### src/rtl/bsg_cam_tag_alloc_ctrl.sv
// Tag CAM allocation controller: serves one lookup at a time, allocates the
// lowest empty entry on a miss, evicts a round-robin victim when full, and
// handles single-entry frees and a walking flush.
//
// state  | meaning
// IDLE   | accepting flush, free or lookup (flush > free > lookup)
// LOOKUP | CAM read of tag_r; resolve hit / allocate / evict
// RESP   | response held on v_o until yumi_i
// FLUSH  | clear one entry per cycle, index 0..els_p-1
module bsg_cam_tag_alloc_ctrl #(
  parameter int width_p = 32,
  parameter int els_p   = 8,
  localparam int lg_els_lp = $clog2(els_p)
) (
  input  logic                 clk_i,
  input  logic                 reset_i,
  input  logic                 v_i,
  input  logic [width_p-1:0]   tag_i,
  output logic                 ready_o,
  output logic                 v_o,
  output logic                 hit_o,
  output logic [lg_els_lp-1:0] idx_o,
  output logic                 evict_v_o,
  output logic [width_p-1:0]   evict_tag_o,
  input  logic                 yumi_i,
  input  logic                 free_v_i,
  input  logic [lg_els_lp-1:0] free_idx_i,
  input  logic                 flush_i,
  output logic                 flush_done_o,
  output logic [els_p-1:0]     cam_w_v_o,
  output logic                 cam_w_set_not_clear_o,
  output logic [width_p-1:0]   cam_w_tag_o,
  input  logic [els_p-1:0]     cam_w_empty_i,
  output logic                 cam_r_v_o,
  output logic [width_p-1:0]   cam_r_tag_o,
  input  logic [els_p-1:0]     cam_r_match_i,
  output logic [lg_els_lp-1:0] cam_snoop_addr_o,
  input  logic [width_p-1:0]   cam_snoop_tag_i
);

  localparam logic [1:0] s_idle   = 2'd0;
  localparam logic [1:0] s_lookup = 2'd1;
  localparam logic [1:0] s_resp   = 2'd2;
  localparam logic [1:0] s_flush  = 2'd3;

  localparam logic [els_p-1:0]     one_lp  = els_p'(1);
  localparam logic [lg_els_lp-1:0] last_lp = lg_els_lp'(els_p - 1);

  logic [1:0]           state_r, state_n;
  logic [width_p-1:0]   tag_r, tag_n;
  logic [lg_els_lp-1:0] rr_r, rr_n;
  logic [lg_els_lp-1:0] cnt_r, cnt_n;
  logic [lg_els_lp-1:0] idx_r, idx_n;
  logic                 hit_r, hit_n;
  logic                 evict_r, evict_n;
  logic [width_p-1:0]   evict_tag_r, evict_tag_n;

  logic [lg_els_lp-1:0] match_idx, empty_idx;

  // Priority encoders: lowest set bit of the match and empty vectors.
  always_comb begin
    match_idx = '0;
    empty_idx = '0;
    for (int i = els_p - 1; i >= 0; i--) begin
      if (cam_r_match_i[i]) match_idx = lg_els_lp'(i);
      if (cam_w_empty_i[i]) empty_idx = lg_els_lp'(i);
    end
  end

  // Next-state logic and CAM control strobes.
  always_comb begin
    state_n               = state_r;
    tag_n                 = tag_r;
    rr_n                  = rr_r;
    cnt_n                 = cnt_r;
    idx_n                 = idx_r;
    hit_n                 = hit_r;
    evict_n               = evict_r;
    evict_tag_n           = evict_tag_r;
    ready_o               = 1'b0;
    flush_done_o          = 1'b0;
    cam_w_v_o             = '0;
    cam_w_set_not_clear_o = 1'b0;
    cam_r_v_o             = 1'b0;
    case (state_r)
      s_idle: begin
        ready_o = ~flush_i & ~free_v_i;
        if (flush_i) begin
          state_n = s_flush;
          cnt_n   = '0;
        end else if (free_v_i) begin
          cam_w_v_o = one_lp << free_idx_i;
        end else if (v_i) begin
          tag_n   = tag_i;
          state_n = s_lookup;
        end
      end
      s_lookup: begin
        cam_r_v_o = 1'b1;
        state_n   = s_resp;
        if (|cam_r_match_i) begin
          idx_n       = match_idx;
          hit_n       = 1'b1;
          evict_n     = 1'b0;
          evict_tag_n = '0;
        end else if (|cam_w_empty_i) begin
          idx_n                 = empty_idx;
          hit_n                 = 1'b0;
          evict_n               = 1'b0;
          evict_tag_n           = '0;
          cam_w_v_o             = one_lp << empty_idx;
          cam_w_set_not_clear_o = 1'b1;
        end else begin
          // Snoop returns the pre-write tag since the CAM updates at the edge.
          idx_n                 = rr_r;
          hit_n                 = 1'b0;
          evict_n               = 1'b1;
          evict_tag_n           = cam_snoop_tag_i;
          cam_w_v_o             = one_lp << rr_r;
          cam_w_set_not_clear_o = 1'b1;
          rr_n                  = (rr_r == last_lp) ? '0 : rr_r + 1'b1;
        end
      end
      s_resp: begin
        if (yumi_i) state_n = s_idle;
      end
      s_flush: begin
        cam_w_v_o = one_lp << cnt_r;
        if (cnt_r == last_lp) begin
          flush_done_o = 1'b1;
          rr_n         = '0;
          cnt_n        = '0;
          state_n      = s_idle;
        end else begin
          cnt_n = cnt_r + 1'b1;
        end
      end
      default: state_n = s_idle;
    endcase
  end

  // State and response registers.
  always_ff @(posedge clk_i or posedge reset_i) begin
    if (reset_i) begin
      state_r     <= s_idle;
      tag_r       <= '0;
      rr_r        <= '0;
      cnt_r       <= '0;
      idx_r       <= '0;
      hit_r       <= 1'b0;
      evict_r     <= 1'b0;
      evict_tag_r <= '0;
    end else begin
      state_r     <= state_n;
      tag_r       <= tag_n;
      rr_r        <= rr_n;
      cnt_r       <= cnt_n;
      idx_r       <= idx_n;
      hit_r       <= hit_n;
      evict_r     <= evict_n;
      evict_tag_r <= evict_tag_n;
    end
  end

  // Response fields are only presented while the response is valid.
  assign v_o              = (state_r == s_resp);
  assign hit_o            = v_o & hit_r;
  assign idx_o            = v_o ? idx_r : '0;
  assign evict_v_o        = v_o & evict_r;
  assign evict_tag_o      = evict_v_o ? evict_tag_r : '0;
  assign cam_w_tag_o      = tag_r;
  assign cam_r_tag_o      = tag_r;
  assign cam_snoop_addr_o = rr_r;

`ifndef SYNTHESIS
  // Protocol sanity on the CAM interface.
  always @(posedge clk_i) begin
    if (!reset_i) begin
      assert ($countones(cam_r_match_i) <= 1);
      assert ($countones(cam_w_v_o) <= 1);
    end
  end
`endif

endmodule

### config.mk
export PLATFORM = sky130hd
export DESIGN_NAME = bsg_cam_tag_alloc_ctrl
export DESIGN_NICKNAME = d
export VERILOG_FILES = /design/src/rtl/bsg_cam_tag_alloc_ctrl.sv
export SDC_FILE = /design/constraint.sdc
export NUM_CORES = 1
export LEC_CHECK = 0
export ABC_CLOCK_PERIOD_IN_PS = 3900
export BUFFER_PORTS_ARGS = -buffer_cell sky130_fd_sc_hd__buf_2
export CORE_MARGIN = 8
export CORE_UTILIZATION = 38
export CTS_CLUSTER_DIAMETER = 40
export DETAILED_ROUTE_END_ITERATION = 7
export PLACE_DENSITY = 0.66
export SETUP_SLACK_MARGIN = 0.4
export SYNTH_ARGS = -nofsm -noshare
export SYNTH_HDL_FRONTEND = slang
export SYNTH_SLANG_ARGS = --single-unit
### constraint.sdc
create_clock -name clk_i -period 3.9 [get_ports clk_i]
set_input_delay 0.585 -clock clk_i [delete_from_list [all_inputs] [get_ports clk_i]]
set_output_delay 0.585 -clock clk_i [all_outputs]
set_load 0.05 [all_outputs]
# Word level (Yosys, flattened, before mapping)
# Cells that the tools add are included.
# word_totals
reg_bits	77
out_inout_bits	117
wordCells	90
# classes
add_sub_neg	2
n_eq_ne	12
shift	4
muxes	50
bitwise_logic	5
reduce_logical	9
# op_table
operator	count
32-bit 2-to-1 mux	3
3-bit 2-to-1 mux	25
8-bit 2-to-1 mux	4
1-bit by 3-bit left shift with 8-bit output (first input constant)	4
8-bit case mux with 3 select lines	1
8-bit OR reduction	2
3-bit case mux with 2 select lines	2
4-bit AND reduction	3
2-bit 2-to-1 mux	5
1-bit 2-to-1 mux	9
2-bit != test (second input constant)	4
2-bit case mux with 4 select lines	1
3-bit by 1-bit adder with 3-bit output (second input constant)	2
3-bit == test (second input constant)	2
3-bit != test (second input constant)	2
2-bit == test (second input constant)	2
2-bit nonzero test	2
1-bit bitwise AND	3
2-bit by 1-bit == test with 1-bit output (second input constant)	1
2-bit zero test	1
2-bit by 1-bit != test with 1-bit output (second input constant)	1
1-bit NOT	2
2-bit AND reduction	1

# Logic depth before layout (Yosys ltp)
# Gate-level depths: netlist of the first run.
# depth
word_depth	12
depth_mapped	7
ltp_nobuf	6

# Worst setup path before layout of the first run
# No wires, ideal clock.
# synth_timing
path_type	input port to output port
from	in cam_r_match_i[4]
to	out cam_w_v_o[4]
arrival_ns	3.113
slack_ns	0.202
stages	5
path_cell_list	or4_1 nor3_4 o31a_1 nand2_1 o21ai_0
# synth_via
elab_chain_len	3
# synth_rtl
item	line	rtl
start: declaration	36	input logic [els_p-1:0] cam_r_match_i,
8-bit OR reduction	101	if (|cam_r_match_i) begin
8-bit 2-to-1 mux	101	
8-bit case mux with 3 select lines	85	case (state_r)
end: declaration	30	output logic [els_p-1:0] cam_w_v_o,
# No other way between the ends.

# Final worst setup path of the first run
# layout_timing
from	in cam_r_match_i[4]
to	out cam_w_v_o[6]
# The elaborated chain is that of the path after synthesis.

==> results.json, run 1 <==
{
  "outcome": "finished, final reports clean",
  "clk_path_buf_depth": 2,
  "period_share_pct": 80.8,
  "cts.htree.levels": 3,
  "gp_congestion": 0.765,
  "ios": 206,
  "final_nets": 610,
  "rr_worst_depth": 6,
  "setup_ws_ns": 0.748,
  "synthSimpleGateAreaFrac_pct": 14.0,
  "setup_viol": 0,
  "fin_area_um2": 4970,
  "drcViolationCount": 0,
  "crit_path_start": "cam_r_match_i[4]",
  "grt_pass1_vias": 3238,
  "drt_wl_total_mm": 11.1,
  "synth_xor_area_share_pct": 0,
  "clock-root-buffer": "clkbuf_8",
  "ant_nets": 0,
  "cts.clk_slew.worst_paths_ns": 0.08,
  "syn-cell-area_um2": 3880,
  "avgViaCountPerCell": 4.98,
  "post-place-ws_ns": 0.772,
  "cts_setup_buffers": 0,
  "async_reset_ff_share_pct": 100,
  "timing.rr.end": "cam_snoop_addr_o[0]",
  "grt_pass1_wl_mm": 16.4,
  "syn-num-nets": 442,
  "worstMarginPinSlew_ns": 0.888,
  "critPathMaxFanout": 6,
  "syn_inst": 345,
  "dieArea_um2": 13700,
  "cts_tree": "yes",
  "critPathLaunchType": "input pin",
  "p_leak_nw": 2.83,
  "vdd_ir_drop_max_v": 0.000512,
  "ys_warn_count": 0,
  "grt_max_degree": 53,
  "rows": 37,
  "worstPathArrival_ns": 2.57,
  "yosys-top-cells-area": "dfrtp_1, mux2_2, a22o_1, buf_4, and3_1",
  "hold_class": "input pin to asynchronous set/reset pin",
  "synthAdderAreaFrac_pct": 2.58,
  "synthMuxAreaShare_pct": 9.80,
  "via_count": 3256,
  "drtIter0Drc": 245,
  "insertedDiodeCount": 0,
  "end_kind": "primary output",
  "synthFlopType": "dfrtp_1",
  "clock_latency_ns": 0.33,
  "min_period_ns": 3.15,
  "syn2layout_area_growth_pct": 28.0,
  "cts_made_buffers": 9,
  "power_mw": 4.08,
  "critPathKind": "input pin to primary output",
  "synth_compound_area_share_pct": 13.7,
  "fmax_mhz": 317,
  "cts.sinks": 77,
  "place_area_um2": 4770,
  "synth_top_area_share_pct": 49.6,
  "synth_area_leader_cell": "dfrtp_1",
  "firstDrtPassIters": 4,
  "cp.required_ns": 3.31,
  "io_buffer_count": 205,
  "drive_gt1_share_pct": 51.2,
  "die_h_um": 117,
  "coreArea_um2": 10100,
  "ctsHoldBuffers": 0,
  "rsz0062_at_grt": "no",
  "synth_edf_count": 0,
  "die_w_um": 117,
  "fin_skew_ns": 0.0110,
  "synth_cell_types": 41,
  "avgSynthCellArea_um2": 11.3,
  "start_util_pct": 38.3,
  "power-per-cell-area_nw_per_um2": 821,
  "hold_viol_final": 0,
  "cts_resized": 0,
  "finalMaxSlewViolations": 0,
  "wl_per_cell_um": 16.9,
  "max_slew_margin_pct": 40.7,
  "timing.hold.ws_ns": 0.405,
  "grtUsageTotal_pct": 15.2,
  "overflow": 0,
  "maxCapViolCount": 0,
  "rrSetupSlack_ns": 1.93,
  "synth-seq-cells": 77,
  "seq_area_frac_synth_pct": 49.6,
  "setup_tns_ns": 0,
  "dp_hpwl_mm": 8.64,
  "synth_top_family_by_area": "simple AND/OR/NAND/NOR gates",
  "timing.rr.start": "state_r[0]",
  "antenna_found_initial": 0
}
per-stage QoR:
stage	util [%]	cells
floorplan	-	345
global placement	47.1	638
detailed placement	47.1	638
CTS	49.0	654
global route	49.0	654
finish	49.0	654
power by group:
group / leakage (nW) / total [mW] / switching (mW) / internal, mW
clock network: 0.0895 / 0.598 / 0.298 / 0.300
registers: 1.00 / 1.17 / 0.173 / 1.00
logic: 1.74 / 2.31 / 1.80 / 0.513
total: 2.83 / 4.08 / 2.27 / 1.81
worst max path at each step:
| stage | endpoint | slack, ns | depth (start not counted) |
|---|---|---|---|
| after floorplan | cam_w_v_o[2] | 0.36 | 5 |
| after global placement | cam_w_v_o[3] | 0.88 | 7 |
| after detailed placement | cam_w_v_o[6] | 0.77 | 7 |
| after CTS | cam_w_v_o[6] | 0.76 | 7 |
| after global routing | cam_w_v_o[6] | 0.66 | 7 |
| final | cam_w_v_o[6] | 0.75 | 7 |
worst max-delay path: stages:
cell and delay, ns:
buf_2 0.11, or4_1 0.64, nor3_4 0.26, nor4b_4 0.35
nand2_1 0.12, o221ai_1 0.20, buf_2 0.30
cells in the final DEF, fill, tap and decap left out, drive strengths merged, types with 2 or more instances in the layout:
cell      count
nand3         4
clkbuf       10
nand2b        4
a22o         34
and3         32
a21o          2
and2          7
nor2         12
mux2         32
nor4          2
dfrtp        77
ha            8
mux2i         2
o21ai         5
or4           4
a21oi         7
o221ai        6
nor3          8
buf         210
nand2        15
clkinvlp      3
o31a          3
inv          14
o31ai         2
synthesized netlist by cell type, types with 2 or more instances:
cell type / count
and3_1: 32
nand2b_1: 4
dfrtp_1: 77
o221ai_1: 6
mux2i_1: 2
buf_1: 4
nand2_1: 15
o31ai_1: 2
nor4_1: 2
o31a_1: 3
clkbuf_1: 13
a21o_1: 2
mux2_2: 32
buf_6: 4
a21oi_1: 7
ha_1: 8
o21ai_0: 5
nor3_1: 7
nor2_1: 12
a22o_1: 34
buf_4: 32
inv_1: 13
nand3_1: 4
and2_1: 6
or4_1: 3
per-layer routing:
layer / global-route usage [%] / vias to the layer above / wire, µm
li1: - / 1550 / -
met1: 18.1 / 1574 / 4340
met2: 26.7 / 122 / 5800
met3: 3.03 / 10 / 775
met4: 5.29 / 0 / 155
met5: 0 / - / 0
cell type report:
class / count / area [µm²]
Fill cell: 988 / 5170
Clock buffer: 10 / 128
Clock inverter: 6 / 70.1
Inverter: 13 / 50.0
Timing Repair Buffer: 210 / 1060
Tap cell: 136 / 170
Sequential cell: 77 / 1930
Multi-Input combinational cell: 202 / 1560
sequential cells by signal (all words and copies together) (netlist names):
name / cells
cam_snoop_addr_o: 3
cnt_r: 3
state_r: 2
hit_r: 1
evict_tag_r: 32
idx_r: 3
evict_r: 1
cam_r_tag_o: 32
cell families after synthesis:
family	count (synthesis)
adders and majority gates	8
AOI/OAI and AO/OA	67
muxes	34
DFF	77
and+or+nand+nor	93
buffers and inverters	66
(Power assumes the default switching activity.)
==> run 2: changes to the inputs <==
--- a/config.mk
+++ b/config.mk
@@ -5,13 +5,13 @@
 export SDC_FILE = /design/constraint.sdc
 export NUM_CORES = 1
 export LEC_CHECK = 0
-export ABC_CLOCK_PERIOD_IN_PS = 3900
+export ABC_CLOCK_PERIOD_IN_PS = 2600
 export BUFFER_PORTS_ARGS = -buffer_cell sky130_fd_sc_hd__buf_2
 export CORE_MARGIN = 8
 export CORE_UTILIZATION = 38
 export CTS_CLUSTER_DIAMETER = 40
 export DETAILED_ROUTE_END_ITERATION = 7
-export PLACE_DENSITY = 0.66
+export PLACE_DENSITY = 0.69
 export SETUP_SLACK_MARGIN = 0.4
 export SYNTH_ARGS = -nofsm -noshare
 export SYNTH_HDL_FRONTEND = slang
==> constraint.sdc (replaced) <==
create_clock -name clk_i -period 2.6 [get_ports clk_i]
set_input_delay 0.39 -clock clk_i [delete_from_list [all_inputs] [get_ports clk_i]]
set_output_delay 0.39 -clock clk_i [all_outputs]
set_load 0.05 [all_outputs]
==> results.json, run 2 (same netlist as run 1, synthesis figures left out) <==
{
  "fillerInstances": 908,
  "syn2layout_area_growth_pct": 41.4,
  "avgViaCountPerCell": 5.08,
  "final_cell_mix": "buf_2, dfrtp_1, buf_4, a22o_1",
  "fmax_mhz": 401,
  "firstDrtPassIters": 4,
  "worstPathArrival_ns": 2.10,
  "cp.required_ns": 2.21,
  "final_common_cell": "buf_2",
  "hold_viol_final": 0,
  "finalMaxSlewViolations": 0,
  "insertedDiodeCount": 0,
  "post-place-ws_ns": -0.0457,
  "cpMaxStageDelayCell": "or4_4",
  "seq_power_share_pct": 26.9,
  "grt_pass1_vias": 3471,
  "drtIter0Drc": 237,
  "io_buffer_count": 205,
  "slowest_delay_ns": 0.55,
  "clock_latency_ns": 0.34,
  "maxCapViolCount": 0,
  "clock-root-buffer": "clkbuf_8",
  "clk_path_buf_depth": 2,
  "rsz0062_at_grt": "yes",
  "netSwitchingFraction_pct": 53.4,
  "p_sw_mw": 3.45,
  "cts.htree.levels": 3,
  "outcome": "finished, final reports clean",
  "min_period_ns": 2.49,
  "ctsHoldBuffers": 0,
  "start_util_pct": 38.3,
  "fin_skew_ns": 0.00793,
  "power-per-cell-area_nw_per_um2": 1180,
  "path_buf_inv": 2,
  "critPathMaxFanout": 3,
  "antenna_found_initial": 0,
  "drive_gt1_share_pct": 56.3,
  "cts.clk_slew.worst_paths_ns": 0.07,
  "overflow": 0,
  "p_comb_share_pct": 58.1,
  "worstPathCellList": "buf_6 -> or4_4 -> nor3_4 -> nor4b_4 -> nand2_2 -> o221ai_4 -> buf_6",
  "coreArea_um2": 10100,
  "p_int_mw": 3.01,
  "die_w_um": 117,
  "drt_wl_total_mm": 11.6,
  "final_nets": 622,
  "vdd_ir_drop_max_v": 0.000884,
  "cp_common_cell": "buf_6",
  "gp_congestion": 0.818,
  "path_delay_family": "simple AND/OR/NAND/NOR gates",
  "max_slew_margin_pct": 47.0,
  "cts.sinks": 77,
  "cts_made_buffers": 9,
  "wl_per_cell_um": 17.4,
  "die_h_um": 117,
  "ant_nets": 0,
  "cts_tree": "yes",
  "critPathKind": "input pin to primary output",
  "grt_max_degree": 48,
  "dieArea_um2": 13700,
  "rows": 37,
  "setup_viol": 0,
  "p_clk_share_pct": 15.0,
  "dp_hpwl_mm": 8.54,
  "setup_tns_ns": 0,
  "critPathLaunchType": "input pin",
  "drcViolationCount": 0,
  "p_leak_nw": 2.96,
  "worstMarginPinSlew_ns": 0.795,
  "ios": 206,
  "hold_class": "input pin to asynchronous set/reset pin",
  "period_share_pct": 95.8,
  "grtUsageTotal_pct": 15.8,
  "end_kind": "primary output",
  "grt_pass1_wl_mm": 16.9,
  "setup_ws_ns": 0.109,
  "via_count": 3380
}
[run 2: final timing paths]
kind / cells past startpoint / startpoint / slack [ns] / endpoint
min in group clk_i: 2 / cam_snoop_tag_i[9] / 0.27 / evict_tag_r[9]
max in group asynchronous: 3 / reset_i / 1.77 / cam_r_tag_o[18]
hold / removal: 2 / reset_i / 0.15 / cam_r_tag_o[20]
setup reg to reg: 6 / state_r[1] / 0.96 / evict_tag_r[10]
hold reg to reg: 2 / idx_r[2] / 0.50 / idx_r[2]
setup / recovery: 7 / cam_r_match_i[7] / 0.11 / cam_w_v_o[7]
[run 2: what timing repair did]
action / 4_1_cts / 5_1_grt
buffers inserted: 3 / 1
gates resized for setup: 44 / 52
cloned: 0 / 1
pin swaps: 7 / 5
endpoints found under the setup margin: 46 / 46
[run 2: final cells by class]
type / instances / area, µm² / share of cell area, %
flip-flops and latches: 77 / 1930 / 35.1
multi-input cells: 202 / 1730 / 31.5
repair buffers: 222 / 1390 / 25.4
well taps: 136 / 170 / 3.10
clock buffers: 10 / 138 / 2.51
clock inverters: 5 / 75.1 / 1.37
inverters: 13 / 56.3 / 1.03
[run 2: routing by layer]
| metal | vias up | share of wire [%] | track usage [%] |
|---|---|---|---|
| met5 | - | 0 | 0 |
| met4 | 0 | 1.2 | 6.57 |
| met3 | 11 | 8.1 | 3.80 |
| met2 | 139 | 53 | 27.7 |
| met1 | 1668 | 37 | 18.0 |
| li1 | 1562 | - | - |
[run 2: metrics by stage]
step	utilization, %	hold WS, ns	instance area (µm²)	cells	total power [mW]
after global routing	54.2	0.195	5490	665	6.76
after CTS	52.9	0.159	5360	663	6.41
final	54.2	0.152	5490	665	6.46
after floorplan	-	0.440	4020	345	4.78
after global placement	49.2	0.470	4990	645	5.29
after detailed placement	49.2	0.481	4990	645	5.33
[run 2: power groups by stage]
stage | Combinational [mW] | Sequential (mW) | Clock [mW]
finish | 3.75 | 1.73 | 0.972
global route | 3.92 | 1.78 | 1.05
CTS | 3.66 | 1.74 | 1.01
detailed placement | 3.57 | 1.76 | 0
global placement | 3.55 | 1.73 | 0
floorplan | 2.18 | 2.60 | 0
==> run 3: changes to the inputs <==
--- a/config.mk
+++ b/config.mk
@@ -12,6 +12,7 @@
 export CTS_CLUSTER_DIAMETER = 40
 export DETAILED_ROUTE_END_ITERATION = 7
 export PLACE_DENSITY = 0.69
+export REMOVE_ABC_BUFFERS = 1
 export SETUP_SLACK_MARGIN = 0.4
 export SYNTH_ARGS = -nofsm -noshare
 export SYNTH_HDL_FRONTEND = slang
==> results.json, run 3 (same netlist as run 1, synthesis figures left out) <==
{
  "outcome": "finished, final reports clean",
  "setup_tns_ns": 0,
  "cts.clk_slew.worst_paths_ns": 0.09,
  "power_mw": 6.90,
  "setup_viol": 0,
  "cts.sinks": 77,
  "dp_hpwl_mm": 8.50,
  "period_share_pct": 94.1,
  "rows": 37,
  "drtIter0Drc": 183,
  "p_leak_nw": 3.02,
  "avgViaCountPerCell": 5.14,
  "regArea_um2": 1930,
  "overflow": 0,
  "rrSetupSlack_ns": 0.93,
  "grt_pass1_vias": 3532,
  "dieArea_um2": 13700,
  "critPathMaxFanout": 5,
  "coreArea_um2": 10100,
  "drt_wl_total_mm": 12.7,
  "firstDrtPassIters": 4,
  "start_util_pct": 38.3,
  "io_buffer_count": 205,
  "p_sw_mw": 3.60,
  "clk_path_buf_depth": 2,
  "grtUsageTotal_pct": 16.2,
  "die_h_um": 117,
  "worstPathArrival_ns": 2.06,
  "cts_made_buffers": 9,
  "fillerInstances": 839,
  "critPathKind": "input pin to primary output",
  "cp_common_cell": "buf_4",
  "end_kind": "primary output",
  "gp_congestion": 0.887,
  "rsz0062_at_grt": "yes",
  "slowest_delay_ns": 0.55,
  "ios": 206,
  "netSwitchingFraction_pct": 52.2,
  "final_common_cell": "buf_2",
  "grt_max_degree": 41,
  "via_count": 3462,
  "antenna_found_initial": 0,
  "p_int_mw": 3.30,
  "min_period_ns": 2.45,
  "drcViolationCount": 0,
  "cts.htree.levels": 3,
  "hold_class": "input pin to asynchronous set/reset pin",
  "drive_gt1_share_pct": 61.6,
  "grt_pass1_wl_mm": 17.5,
  "vdd_ir_drop_max_v": 0.000902,
  "ctsHoldBuffers": 0,
  "path_delay_family": "simple AND/OR/NAND/NOR gates",
  "fmax_mhz": 409,
  "cp.required_ns": 2.21,
  "die_w_um": 117,
  "clock-root-buffer": "clkbuf_8",
  "final_nets": 629,
  "setup_ws_ns": 0.154,
  "cpMaxStageDelayCell": "or4_4",
  "fin_skew_ns": 0.00885,
  "wl_per_cell_um": 18.9,
  "path_buf_inv": 3,
  "multi_input_area_um2": 1770,
  "fin_util_pct": 58.2,
  "ant_nets": 0,
  "insertedDiodeCount": 0,
  "maxCapViolCount": 0,
  "cts_tree": "yes",
  "seq_power_share_pct": 25.3,
  "clock_latency_ns": 0.34,
  "finalMaxSlewViolations": 0,
  "p_clk_share_pct": 15.1,
  "final_cell_mix": "buf_2, dfrtp_1, a22o_1, buf_8, mux2_2",
  "max_slew_margin_pct": 51.9,
  "worstMarginPinSlew_ns": 0.722,
  "critPathLaunchType": "input pin",
  "worstPathCellList": "buf_6 -> or4_4 -> nor3_4 -> buf_4 -> o31a_1 -> nand2_1 -> o221ai_2 -> buf_4",
  "post-place-ws_ns": 0.0571,
  "hold_viol_final": 0,
  "power-per-cell-area_nw_per_um2": 1170,
  "syn2layout_area_growth_pct": 51.9,
  "p_comb_share_pct": 59.6
}
[run 3: per-layer routing]
| layer | vias up | GRT usage, % | part of all wire, % |
|---|---|---|---|
| li1 | 1594 | - | - |
| met1 | 1707 | 19.6 | 39 |
| met2 | 144 | 26.8 | 53 |
| met3 | 17 | 4.52 | 7.0 |
| met4 | 0 | 6.66 | 1.9 |
| met5 | - | 0 | 0 |
[run 3: final cells by class]
cell class,instances,area share (%)
sequential,77,32.7
multi-input combinational,202,30.0
timing repair buffer,229,29.5
tap,136,2.88
clock buffer,10,2.33
clock inverter,6,1.59
inverter,13,0.912
[run 3: repair_timing]
action / 4_1_cts / 5_1_grt
gates resized for setup: 61 / 119
cloned: 0 / 7
setup buffers: 4 / 5
pin swaps: 7 / 7
endpoints found under the setup margin: 46 / 46
[run 3: worst paths after layout]
path | from | depth (start not counted) | to
max | cam_r_match_i[7] | 8 | cam_w_v_o[1]
min | reset_i | 2 | cam_r_tag_o[25]
max reg2reg | state_r[1] | 6 | evict_tag_r[16]
min reg2reg | idx_r[1] | 1 | idx_r[1]
max in group asynchronous | reset_i | 3 | evict_tag_r[5]
min in group clk_i | cam_snoop_tag_i[30] | 2 | evict_tag_r[30]
[run 3: power by group through the flow]
stage,clock [mW],combinational [mW],sequential (mW)
2_1_floorplan,0,0.829,3.49
3_3_place_gp,0,3.51,1.74
3_5_place_dp,0,3.52,1.77
4_1_cts,1.07,3.61,1.75
5_1_grt,1.12,4.30,1.79
6_report,1.04,4.11,1.75
[run 3: stage by stage]
stage               hold WS [ns]  instance area [µm²]  instances
floorplan                  0.440                 3530        292
global placement           0.470                 4820        641
detailed placement         0.481                 4820        641
CTS                        0.122                 5270        661
global route               0.145                 5900        673
finish                     0.117                 5900        673
